===== config.mk =====
export PLATFORM = sky130hd
export DESIGN_NAME = ysyx_22050612_wbu_flat
export DESIGN_NICKNAME = d
export VERILOG_FILES = /design/src/rtl/ysyx_22050612_wbu_if.sv /design/src/rtl/ysyx_22050612_wbu.sv /design/src/flat_wrapper.sv
export SDC_FILE = /design/constraint.sdc
export NUM_CORES = 1
export LEC_CHECK = 0
export CORE_ASPECT_RATIO = 0.75
export CORE_MARGIN = 2
export CORE_UTILIZATION = 44
export CTS_BUF_LIST = sky130_fd_sc_hd__clkbuf_8
export CTS_CLUSTER_DIAMETER = 200
export DETAILED_ROUTE_END_ITERATION = 8
export PLACE_DENSITY_LB_ADDON = 0.3
export SYNTH_ARGS = -nofsm -noshare
export SYNTH_HDL_FRONTEND = slang
export SYNTH_SLANG_ARGS = --single-unit

===== constraint.sdc =====
create_clock -name clk -period 3 [get_ports clk]
set_input_delay 0.75 -clock clk [delete_from_list [all_inputs] [get_ports clk]]
set_output_delay 0.75 -clock clk [all_outputs]
set_load 0.01 [all_outputs]

===== src/rtl/ysyx_22050612_wbu_if.sv =====
// Writeback bus: EXU results, LSU load responses/issues, scoreboard and register-file write port.
interface ysyx_22050612_wbu_if #(
    parameter int ADDR_WIDTH = 5,
    parameter int DATA_WIDTH = 64
);
    logic                       ex_valid;
    logic                       ex_ready;
    logic                       ex_wen;
    logic [ADDR_WIDTH-1:0]      ex_rd;
    logic [DATA_WIDTH-1:0]      ex_data;
    logic                       ld_valid;
    logic [ADDR_WIDTH-1:0]      ld_rd;
    logic [63:0]                ld_rdata;
    logic [1:0]                 ld_size;
    logic                       ld_unsigned;
    logic [2:0]                 ld_offset;
    logic                       ld_issue;
    logic [ADDR_WIDTH-1:0]      ld_issue_rd;
    logic                       ld_issue_ready;
    logic [2**ADDR_WIDTH-1:0]   busy;
    logic                       rf_wen;
    logic [ADDR_WIDTH-1:0]      rf_waddr;
    logic [DATA_WIDTH-1:0]      rf_wdata;
    logic [63:0]                retire_cnt;

    modport master (
        output ex_valid, ex_wen, ex_rd, ex_data,
        output ld_valid, ld_rd, ld_rdata, ld_size, ld_unsigned, ld_offset,
        output ld_issue, ld_issue_rd,
        input  ex_ready, ld_issue_ready, busy, rf_wen, rf_waddr, rf_wdata, retire_cnt
    );

    modport slave (
        input  ex_valid, ex_wen, ex_rd, ex_data,
        input  ld_valid, ld_rd, ld_rdata, ld_size, ld_unsigned, ld_offset,
        input  ld_issue, ld_issue_rd,
        output ex_ready, ld_issue_ready, busy, rf_wen, rf_waddr, rf_wdata, retire_cnt
    );
endinterface


===== src/rtl/ysyx_22050612_wbu.sv =====
// Writeback unit: LSU-priority arbitration, load extract/extend, registered RF write, pending-load scoreboard.
// Define YSYX_22050612_WBU_TRACE_EN to print each register-file write on the falling edge.
module ysyx_22050612_wbu #(
    parameter int ADDR_WIDTH = 5,
    parameter int DATA_WIDTH = 64
) (
    input  logic                  clk,
    input  logic                  rst_n,
    ysyx_22050612_wbu_if.slave    wb
);
    localparam int NREG = 2**ADDR_WIDTH;

    logic [NREG-1:0]        r_busy;
    logic [NREG-1:0]        w_busy_next;
    logic                   r_rf_wen;
    logic [ADDR_WIDTH-1:0]  r_rf_waddr;
    logic [DATA_WIDTH-1:0]  r_rf_wdata;
    logic [63:0]            r_retire_cnt;

    logic                   w_ex_ready;
    logic                   w_ex_fire;
    logic                   w_accept;
    logic [63:0]            w_shifted;
    logic [63:0]            w_ld_ext;
    logic                   w_sign;
    logic                   w_wb_wen;
    logic [ADDR_WIDTH-1:0]  w_wb_rd;
    logic [DATA_WIDTH-1:0]  w_wb_data;

    // An EXU write to a register with a load in flight must wait so the load cannot overwrite it later.
    assign w_ex_ready = rst_n & ~wb.ld_valid & (~wb.ex_wen | ~r_busy[wb.ex_rd]);
    assign w_ex_fire  = wb.ex_valid & w_ex_ready;
    assign w_accept   = wb.ld_valid | w_ex_fire;

    assign w_shifted = wb.ld_rdata >> {wb.ld_offset, 3'b000};

    always_comb begin
        w_sign   = 1'b0;
        w_ld_ext = w_shifted;
        case (wb.ld_size)
            2'd0: begin
                w_sign   = ~wb.ld_unsigned & w_shifted[7];
                w_ld_ext = {{56{w_sign}}, w_shifted[7:0]};
            end
            2'd1: begin
                w_sign   = ~wb.ld_unsigned & w_shifted[15];
                w_ld_ext = {{48{w_sign}}, w_shifted[15:0]};
            end
            2'd2: begin
                w_sign   = ~wb.ld_unsigned & w_shifted[31];
                w_ld_ext = {{32{w_sign}}, w_shifted[31:0]};
            end
            default: w_ld_ext = w_shifted;
        endcase
    end

    always_comb begin
        w_wb_wen  = wb.ex_wen & (|wb.ex_rd);
        w_wb_rd   = wb.ex_rd;
        w_wb_data = wb.ex_data;
        if (wb.ld_valid) begin
            w_wb_wen  = |wb.ld_rd;
            w_wb_rd   = wb.ld_rd;
            w_wb_data = w_ld_ext;
        end
    end

    // Set beats clear per bit so a load re-issued in its own response cycle stays pending.
    generate
        for (genvar gi = 0; gi < NREG; gi++) begin : g_busy
            if (gi == 0) begin : g_zero
                assign w_busy_next[gi] = 1'b0;
            end else begin : g_bit
                assign w_busy_next[gi] =
                    (wb.ld_issue && (wb.ld_issue_rd == ADDR_WIDTH'(gi))) ? 1'b1 :
                    (wb.ld_valid && (wb.ld_rd == ADDR_WIDTH'(gi)))       ? 1'b0 :
                    r_busy[gi];
            end
        end
    endgenerate

    always_ff @(posedge clk) begin
        if (!rst_n) begin
            r_busy       <= '0;
            r_rf_wen     <= 1'b0;
            r_rf_waddr   <= '0;
            r_rf_wdata   <= '0;
            r_retire_cnt <= '0;
        end else begin
            r_busy   <= w_busy_next;
            r_rf_wen <= w_accept & w_wb_wen;
            if (w_accept) begin
                r_rf_waddr   <= w_wb_rd;
                r_rf_wdata   <= w_wb_data;
                r_retire_cnt <= r_retire_cnt + 64'd1;
            end
        end
    end

    assign wb.ex_ready       = w_ex_ready;
    assign wb.ld_issue_ready = ~r_busy[wb.ld_issue_rd];
    assign wb.busy           = r_busy;
    assign wb.rf_wen         = r_rf_wen;
    assign wb.rf_waddr       = r_rf_waddr;
    assign wb.rf_wdata       = r_rf_wdata;
    assign wb.retire_cnt     = r_retire_cnt;

`ifdef YSYX_22050612_WBU_TRACE_EN
    always @(negedge clk) begin
        if (r_rf_wen)
            $display("wbu retire=%h rd=%h data=%h", r_retire_cnt, r_rf_waddr, r_rf_wdata);
    end
`endif
endmodule

===== src/flat_wrapper.sv =====
// flat-port wrapper written by rule: the top's interface ports become plain ports
module ysyx_22050612_wbu_flat 
#(
    parameter int ADDR_WIDTH = 5,
    parameter int DATA_WIDTH = 64
)
  (clk, rst_n, wb_ex_valid, wb_ex_wen, wb_ex_rd, wb_ex_data, wb_ld_valid, wb_ld_rd, wb_ld_rdata, wb_ld_size, wb_ld_unsigned, wb_ld_offset, wb_ld_issue, wb_ld_issue_rd, wb_ex_ready, wb_ld_issue_ready, wb_busy, wb_rf_wen, wb_rf_waddr, wb_rf_wdata, wb_retire_cnt);
  ysyx_22050612_wbu_if #(.ADDR_WIDTH(ADDR_WIDTH), .DATA_WIDTH(DATA_WIDTH)) wb_i ();
  input  logic clk;
  input  logic rst_n;
  input wire logic [$bits(wb_i.ex_valid)-1:0] wb_ex_valid;
  input wire logic [$bits(wb_i.ex_wen)-1:0] wb_ex_wen;
  input wire logic [$bits(wb_i.ex_rd)-1:0] wb_ex_rd;
  input wire logic [$bits(wb_i.ex_data)-1:0] wb_ex_data;
  input wire logic [$bits(wb_i.ld_valid)-1:0] wb_ld_valid;
  input wire logic [$bits(wb_i.ld_rd)-1:0] wb_ld_rd;
  input wire logic [$bits(wb_i.ld_rdata)-1:0] wb_ld_rdata;
  input wire logic [$bits(wb_i.ld_size)-1:0] wb_ld_size;
  input wire logic [$bits(wb_i.ld_unsigned)-1:0] wb_ld_unsigned;
  input wire logic [$bits(wb_i.ld_offset)-1:0] wb_ld_offset;
  input wire logic [$bits(wb_i.ld_issue)-1:0] wb_ld_issue;
  input wire logic [$bits(wb_i.ld_issue_rd)-1:0] wb_ld_issue_rd;
  output wire logic [$bits(wb_i.ex_ready)-1:0] wb_ex_ready;
  output wire logic [$bits(wb_i.ld_issue_ready)-1:0] wb_ld_issue_ready;
  output wire logic [$bits(wb_i.busy)-1:0] wb_busy;
  output wire logic [$bits(wb_i.rf_wen)-1:0] wb_rf_wen;
  output wire logic [$bits(wb_i.rf_waddr)-1:0] wb_rf_waddr;
  output wire logic [$bits(wb_i.rf_wdata)-1:0] wb_rf_wdata;
  output wire logic [$bits(wb_i.retire_cnt)-1:0] wb_retire_cnt;
  assign wb_i.ex_valid = wb_ex_valid;
  assign wb_i.ex_wen = wb_ex_wen;
  assign wb_i.ex_rd = wb_ex_rd;
  assign wb_i.ex_data = wb_ex_data;
  assign wb_i.ld_valid = wb_ld_valid;
  assign wb_i.ld_rd = wb_ld_rd;
  assign wb_i.ld_rdata = wb_ld_rdata;
  assign wb_i.ld_size = wb_ld_size;
  assign wb_i.ld_unsigned = wb_ld_unsigned;
  assign wb_i.ld_offset = wb_ld_offset;
  assign wb_i.ld_issue = wb_ld_issue;
  assign wb_i.ld_issue_rd = wb_ld_issue_rd;
  assign wb_ex_ready = wb_i.ex_ready;
  assign wb_ld_issue_ready = wb_i.ld_issue_ready;
  assign wb_busy = wb_i.busy;
  assign wb_rf_wen = wb_i.rf_wen;
  assign wb_rf_waddr = wb_i.rf_waddr;
  assign wb_rf_wdata = wb_i.rf_wdata;
  assign wb_retire_cnt = wb_i.retire_cnt;
  ysyx_22050612_wbu #(.ADDR_WIDTH(ADDR_WIDTH), .DATA_WIDTH(DATA_WIDTH)) u_core (.clk(clk), .rst_n(rst_n), .wb(wb_i));
endmodule

## Word level (Yosys, flattened, before mapping)

Index checks and enable logic that the tools add are counted.

| word-level totals | value |
|---|---|
| bits in registers | 166 |
| input bits | 155 |
| output and inout bits | 168 |
| word-level logic and storage cells | 285 |

| operators by class | value |
|---|---|
| add/subtract/negate cells | 1 |
| magnitude comparators | 2 |
| equality and inequality tests | 64 |
| shift operators | 1 |
| mux-type cells | 70 |
| bitwise logic cells | 15 |
| reductions and logical operators | 96 |

Operator list:

| kind | count |
|---|---|
| 64-bit one-hot mux with 3 select lines | 1 |
| 5-bit == test (second input constant) | 32 |
| 5-bit by 4-bit == test with 1-bit output (second input constant) | 16 |
| 1-bit two-way mux | 65 |
| 64-bit by 1-bit adder with 64-bit output (second input constant) | 1 |
| 64-bit two-way mux | 1 |
| 64-bit by 6-bit >> shifter with 64-bit output | 1 |
| 1-bit logical AND | 62 |
| 2-bit nonzero test | 31 |
| 5-bit by 3-bit == test with 1-bit output (second input constant) | 8 |
| 5-bit by 2-bit == test with 1-bit output (second input constant) | 4 |
| 5-bit by 6-bit < comparator with 1-bit output (second input constant) | 2 |
| 1-bit binary-select mux with 5-bit select | 2 |
| 5-bit by 1-bit == test with 1-bit output (second input constant) | 2 |
| 5-bit OR reduction | 2 |
| 1-bit bitwise AND | 8 |
| 5-bit two-way mux | 1 |
| 1-bit inverter | 5 |
| 2-bit by 1-bit == test with 1-bit output (second input constant) | 1 |
| 2-bit == test (second input constant) | 1 |
| 2-bit zero test | 1 |
| 1-bit bitwise OR | 2 |

## Depth between registers and ports, before layout

Gate-level depths: netlist of the first run.

| depth | value |
|---|---|
| depth after elaboration | 8 |
| mapped depth | 13 |
| depth with buffers taken out | 7 |

## Worst setup path after synthesis of the first run

Ideal clock, no wire load.

| timing | value |
|---|---|
| path kind | input port to output port |
| start point | in wb_ex_rd[0] |
| end point | out wb_ex_ready |
| data arrival time | 2.218 ns |
| required time | 2.250 ns |
| path slack | 0.032 ns |
| stages on the path | 9 |
| path buffers | 3 |
| cell sequence | buf_6 > buf_2 > mux2i_1 > nand2_1 > nand4b_1 > o22ai_1 > o21a_1 > clkbuf_1 > nor3_1 |

| on the way | value |
|---|---|
| cells in the longest elaborated chain, start to end | 5 |

RTL lines:

| element | RTL line | text |
|---|---|---|
| start, declared | flat_wrapper.sv:13 | `input wire logic [$bits(wb_i.ex_rd)-1:0] wb_ex_rd;` |
| 1-bit binary-select mux with 5-bit select | ysyx_22050612_wbu.sv:31 | `assign w_ex_ready = rst_n & ~wb.ld_valid & (~wb.ex_wen \| ~r_busy[wb.ex_rd]);` |
| 1-bit two-way mux (not written as such) | ysyx_22050612_wbu.sv:31 |  |
| 1-bit inverter | ysyx_22050612_wbu.sv:31 |  |
| 1-bit bitwise OR | ysyx_22050612_wbu.sv:31 |  |
| 1-bit bitwise AND | ysyx_22050612_wbu.sv:31 |  |
| end, declared | flat_wrapper.sv:23 | `output wire logic [$bits(wb_i.ex_ready)-1:0] wb_ex_ready;` |

No other way between the ends. The select of a mux whose other input is x is not followed.

## Worst setup path in the final report of the first run

| timing | value |
|---|---|
| start point | in wb_ex_rd[1] |
| end point | out wb_ex_ready |

Same word-level chain as after synthesis.

==> key figures, run 1 <==
Finish
  • Share of cells above drive strength 1: 13.1%
  • Ant diodes: 0
  • Layout area overhead: 42.4%
  • Final core occ: around 64%
  • Fillers: 1962
  • Total Nets Final: ~1800
  • Fin cells: 1901
  • Final Instance Area: 0.0143 mm2

Yosys
  • Ys Warns: 0
  • Cells after synthesis: between 1000 and 1500
  • Dominant cell type by area after synthesis: dfxtp_1
  • Yosys reg bits: 165
  • Post-synth EDFFs: 0
  • Syn_nets: ~1400
  • Commonest cells in the synthesized netlist: 180 x a21oi_1, 165 x dfxtp_1, 139 x o21ai_0, 123 x nand2_1
  • Main synth FF type: dfxtp_1
  • Synth Cell Area: 0.0101 mm2
  • Top-count cell post-synth: a21oi_1
  • Ranking of synthesized cells by area: dfxtp_1 33%, a21oi_1 9.0%, o21ai_0 6.9%, mux2i_1 5.5%, mux4_2 4.7%
  • Asr flop ratio synth: 0%
  • Distinct cells, synth: 59
  • Mean Syn Cell Area: 7.89 um2
  • Register area share after synthesis: about a third
  • Synth top area share: approximately 33%

Clocking
  • H-Tree Depth: 4
  • Max Root-Sink Buffers: 2
  • Num CTS Buffers: 17
  • Clk root buf: clkbuf_8
  • Clk pin slew, worst setup/hold paths: around 0.1 ns
  • Clock sink count: roughly 170
  • Postcts setup bufs: 0
  • CTS tree: built
  • Post-CTS Hold Buffers: 0
  • Clk_lat worst skew: 0.46 ns

Floorplan
  • Starting Density: 45.3%
  • Die H: between 100 and 150 um
  • Core ar.: 0.0222 mm2
  • # rows: 47
  • Die W: between 150 and 200 um
  • Die ar.: 0.0241 mm2
  • Top Ports: 323

Timing
  • Slew HR: a little under a third
  • Clk_skew: 0.0259 ns
  • Final Hold Violating Endpoints: 0
  • Worst Max-Slew Pin Slew: 1.04 ns
  • Slew Viols, Final: 0
  • # setup viols final: 0
  • Final period utilization: between 90% and 100%
  • Period minus WS final: 2.96 ns
  • Fmax: 338 MHz
  • Setup TNS: 0 ns

Worst setup path
  • Max incr delay on CP: around 0.24 ns
  • Arr. time, crit path: 2.21 ns
  • Crit path capture type: output port
  • FF-to-FF path depth: 7
  • Flop2flop setup slack: 0.25 ns
  • CP Cell Sequence: clkdlybuf4s15_2, buf_4, nor2b_1, a22oi_1, nand4b_1, o22ai_2, o21a_1, nor3_2, buf_2
  • End of the worst register-to-register path: u_core.wb.retire_cnt[27]$_SDFFE_PN0P_
  • CP Buf/Inv Count: 3
  • Crit Reg-Reg Startpoint: u_core.wb.retire_cnt[2]$_SDFFE_PN0P_
  • Crit path max-delay family: buffers and inverters
  • Worst Path Required: ~2.3 ns
  • Kind of start point of the critical path: input port
  • Worst path slowest cell: clkdlybuf4s15_2
  • CP Max Fanout: 7
  • Crit Path Class: input port to output port

Drt
  • DRT iter0 DRCs: 1437
  • Via/cell ratio: between 6 and 7
  • DR WL/cell: 20.5 um
  • Total wire length: approximately 39000 um
  • Antenna Nets Post-Route: 0
  • DR top layer: met5
  • DRT met1 WL: 17900 um
  • Routed vias: around 12000
  • DRC: 0
  • Met2 WL: 16200 um
  • WL met3: 3780 um
  • First drt pass iteration count: 6

Status
  • Result of the run: finished, final reports clean

Global routing
  • Total track usage: 31.6%
  • Vias in the first global route: 10600
  • Largest net degree at the start of global routing: between 90 and 100
  • Remaining global-route overflow: 0
  • Global-route wire length before repair: 59400 um
  • Initial antenna violation count: 1

Power
  • Leak: slightly above 5 nW
  • Maximum vdd drop: 284 uV
  • Final Power: 5.37 mW
  • PwrDens: 374 mW/mm2

Placed design
  • Placed Instances: between 1500 and 2000
  • Post-DP Area: 0.0139 mm2
  • Post-DP HPWL: around 29000 um
  • Routability cong.: 1.04
  • PortBufs: 321

Hold path
  • Hold crit path type: register to register
  • Hold_sp: u_core.wb.rf_wdata[8]$_SDFFE_PN0P_
  • Hold depth: 2
  • Hold EP: u_core.wb.rf_wdata[8]$_SDFFE_PN0P_

Flow run
  • Max-Cap Viols: 0
layout make-up:
cell class / count / area (um2) / share of cell area, %
clock buffers: 19 / 262 / 1.82
inverters: 25 / 95.1 / 0.664
well taps: 294 / 368 / 2.57
clock inverters: 13 / 130 / 0.908
flip-flops and latches: 165 / 3300 / 23.0
multi-input cells: 972 / 6210 / 43.4
repair buffers: 413 / 3960 / 27.6
sequential cells by signal (all words and copies together) (netlist names):
signal / count
u_core.wb.retire_cnt: 64
u_core.wb.rf_waddr: 5
u_core.wb.busy: 31
u_core.wb.rf_wen: 1
u_core.wb.rf_wdata: 64
report_power, final:
part / total [mW] / internal, mW / switching (mW)
Sequential: 2.34 / 2.28 / 0.0615
Combinational: 1.38 / 0.660 / 0.719
Clock: 1.64 / 0.664 / 0.980
Total: 5.37 / 3.61 / 1.76
cells by family (layout without fill, tap and decap cells):
logic type	after synthesis	after routing	share of synthesized area, %
AO/OA/AOI/OAI	463	463	27.9
XOR/XNOR	1	1	0.0871
adder cells (fa/ha/maj)	1	1	0.124
buffers and inverters	139	470	5.87
flip-flops	165	165	32.8
multiplexers	92	92	12.0
other	1	1	0.0373
AND/OR/NAND/NOR	414	414	21.2
metrics by stage:
step                      hold WS [ns]  setup WS, ns
after floorplan                  0.476        0.0320
after global placement           0.439        -0.883
after detailed placement         0.446        -0.890
after CTS                        0.458       0.00341
after global routing             0.483       -0.0363
final                            0.457        0.0375
worst max-delay path by stage:
stage / start / cells past startpoint / slack [ns] / endpoint
finish: wb_ex_rd[1] / 9 / 0.04 / wb_ex_ready
global route: wb_ex_rd[1] / 9 / -0.04 / wb_ex_ready
CTS: wb_ex_rd[2] / 8 / 0.003 / wb_ex_ready
detailed placement: wb_ex_rd[0] / 9 / -0.89 / wb_ex_ready
global placement: wb_ex_rd[0] / 9 / -0.88 / wb_ex_ready
floorplan: wb_ex_rd[0] / 9 / 0.03 / wb_ex_ready
layout by cell type (no fill, tap or decap), types with 9 or more instances in the layout:
cell type,count
nand2b_1,9
a21oi_1,179
nand2_1,123
or3_1,27
clkbuf_8,19
a32o_1,15
buf_4,84
a211oi_1,10
o22ai_1,9
mux4_2,21
o31ai_1,44
inv_1,23
o21ai_0,139
dfxtp_1,165
o31ai_2,21
clkdlybuf4s50_1,306
nand4_1,20
mux2_2,16
buf_2,9
or4_1,34
a31oi_1,13
nor2_1,74
nor2b_1,11
mux2i_1,55
nand3_1,61
and3_1,14
tightest hold or removal path, cell delays in order, from the launching register on:
cell     delay [ns]
dfxtp_1        0.32
nand2_1        0.05
a21oi_1        0.05
layer usage:
layer,vias up,track usage (%)
li1,5415,-
met1,5583,46.6
met2,614,45.8
met3,69,6.45
met4,2,9.85
met5,-,0
repair_timing:
action	4_1_cts	5_1_grt
resized for setup	31	8
pin swaps	2	3
setup endpoints to repair	59	2
endpoints found under the hold margin	0	0
No activity file was read; power rests on OpenSTA's default activity.
==> run 2, diff against run 1 <==
--- a/config.mk
+++ b/config.mk
@@ -5,9 +5,9 @@
 export SDC_FILE = /design/constraint.sdc
 export NUM_CORES = 1
 export LEC_CHECK = 0
-export CORE_ASPECT_RATIO = 0.75
+export CORE_ASPECT_RATIO = 0.9
 export CORE_MARGIN = 2
-export CORE_UTILIZATION = 44
+export CORE_UTILIZATION = 45
 export CTS_BUF_LIST = sky130_fd_sc_hd__clkbuf_8
 export CTS_CLUSTER_DIAMETER = 200
 export DETAILED_ROUTE_END_ITERATION = 8
==> constraint.sdc (replaced) <==
create_clock -name clk -period 3.84 [get_ports clk]
set_input_delay 0.96 -clock clk [delete_from_list [all_inputs] [get_ports clk]]
set_output_delay 0.96 -clock clk [all_outputs]
set_load 0.01 [all_outputs]
==> key figures, run 2 (same netlist as run 1, synthesis figures left out) <==
Status
  • Result of the run: finished, final reports clean

Drt
  • Total wire length: 38200 um
  • Antenna Nets Post-Route: 0
  • DRC: 0
  • Routed vias: 11400
  • DRT iter0 DRCs: 1186
  • Via/cell ratio: between 6 and 7
  • First drt pass iteration count: 5
  • DR WL/cell: 20.6 um

Flow run
  • Max-Cap Viols: 0

Worst setup path
  • CP Cell Sequence: clkdlybuf4s50_1, buf_4, mux4_2, nor2_1, o21ai_1, o21a_1, nor3_1, dlygate4sd2_1
  • Max incr delay on CP: 0.46 ns
  • CP Max Fanout: 11
  • Arr. time, crit path: 2.74 ns
  • Crit path max-delay family: buffers and inverters
  • Crit Path Class: input port to output port
  • CP Buf/Inv Count: 3
  • Kind of start point of the critical path: input port
  • Crit path capture type: output port
  • Worst path slowest cell: clkdlybuf4s50_1
  • Worst Path Required: 2.88 ns

Hold path
  • Hold crit path type: register to register

Global routing
  • Largest net degree at the start of global routing: 105
  • Remaining global-route overflow: 0
  • Total track usage: 31.5%
  • Initial antenna violation count: 3
  • Vias in the first global route: around 10000
  • Global-route wire length before repair: 58900 um

Timing
  • RSZ-0062 raised after global routing: false
  • # setup viols final: 0
  • Fmax: 271 MHz
  • Final period utilization: 96.3%
  • Worst Max-Slew Pin Slew: around 1.1 ns
  • Clk_skew: 0.0226 ns
  • Period minus WS final: 3.70 ns
  • Slew Viols, Final: 0
  • Final Hold Violating Endpoints: 0
  • Setup ws final: 0.144 ns
  • Setup TNS: 0 ns
  • Slew HR: 25.5%

Finish
  • Commonest non-fill, non-tap cells in the layout: 311 x clkdlybuf4s50_1, 180 x a21oi_1, 165 x dfxtp_1
  • Fillers: 1959
  • Total Nets Final: roughly 1700
  • Layout area overhead: 39.1%
  • Most common cell after layout, fill and taps aside: clkdlybuf4s50_1
  • Share of cells above drive strength 1: roughly 9.8%
  • Fin cells: 1855

Clocking
  • Clk_lat worst skew: 0.48 ns
  • Clock sink count: roughly 170
  • Clk pin slew, worst setup/hold paths: 0.10 ns
  • H-Tree Depth: 4
  • CTS tree: built
  • Max Root-Sink Buffers: 2
  • Clk root buf: clkbuf_8
  • Num CTS Buffers: 17

Floorplan
  • Core ar.: 0.0218 mm2
  • Die W: 162 um
  • # rows: 51
  • Die ar.: approximately 0.024 mm2
  • Starting Density: 46.1%
  • Die H: roughly 150 um
  • Top Ports: around 320

Placed design
  • PortBufs: ~320
  • Post-Place Worst Slack: -0.381 ns
  • Routability cong.: between 1 and 1.5
  • Post-DP HPWL: 28000 um
  • Placed Instances: 1820

Power
  • PwrDens: between 300 and 400 mW/mm2
  • Leak: about 4.8 nW
  • Final Power: 4.32 mW
  • Maximum vdd drop: 230 uV
[run 2: area by class of cell]
cell class                      instances  area, um2  share of cell area, %
Tap cell                              291        364                   2.60
Inverter                               25       95.1                  0.680
Clock buffer                           17        234                   1.67
Timing Repair Buffer                  367       3600                   25.7
Clock inverter                         15        213                   1.52
Antenna cell                            3       7.51                 0.0536
Sequential cell                       165       3300                   23.6
Multi-Input combinational cell        972       6180                   44.2
[run 2: report_power, final]
part	internal, mW	leakage [nW]	switching [mW]
Clock	0.726	0.226	0.737
Combinational	0.485	3.25	0.542
Sequential	1.78	1.35	0.0465
[run 2: timing repair]
| action | 4_1_cts | 5_1_grt |
|---|---|---|
| hold endpoints to repair | 0 | 0 |
| setup buffers | 0 | 0 |
| endpoints found under the setup margin | 2 | 1 |
| resized for setup | 11 | 1 |
| hold buffers | 0 | 0 |
[run 2: path summary, 6_finish.rpt]
check,start,end,slack [ns],cells after the start
setup / recovery,wb_ex_rd[1],wb_ex_ready,0.14,8
hold / removal,u_core.wb.rf_wdata[11]$_SDFFE_PN0P_,u_core.wb.rf_wdata[11]$_SDFFE_PN0P_,0.45,2
setup reg to reg,u_core.wb.retire_cnt[20]$_SDFFE_PN0P_,u_core.wb.retire_cnt[43]$_SDFFE_PN0P_,0.67,7
hold reg to reg,u_core.wb.rf_wdata[11]$_SDFFE_PN0P_,u_core.wb.rf_wdata[11]$_SDFFE_PN0P_,0.45,2
[run 2: per-stage QoR]
step | util [%] | instance area [um2] | hold slack, ns
floorplan | - | 10100 | 0.476
global placement | 62.0 | 13500 | 0.441
detailed placement | 62.0 | 13500 | 0.445
CTS | 64.1 | 14000 | 0.458
global route | 64.1 | 14000 | 0.481
finish | 64.1 | 14000 | 0.454
[run 2: tightest hold or removal path, delay by kind of cell, from the launching register on]
family,cells,cell delay [ns]
simple gates,1,0.05
compound gates,1,0.05
flops,1,0.32
[run 2: per-layer routing]
layer  global-route usage [%]  part of all wire (%)  up-vias
li1                         -                     -     5330
met1                     43.8                    43     5348
met2                     46.2                    43      619
met3                     9.18                    11       81
met4                     12.1                   3.5        0
met5                        0                     0        -
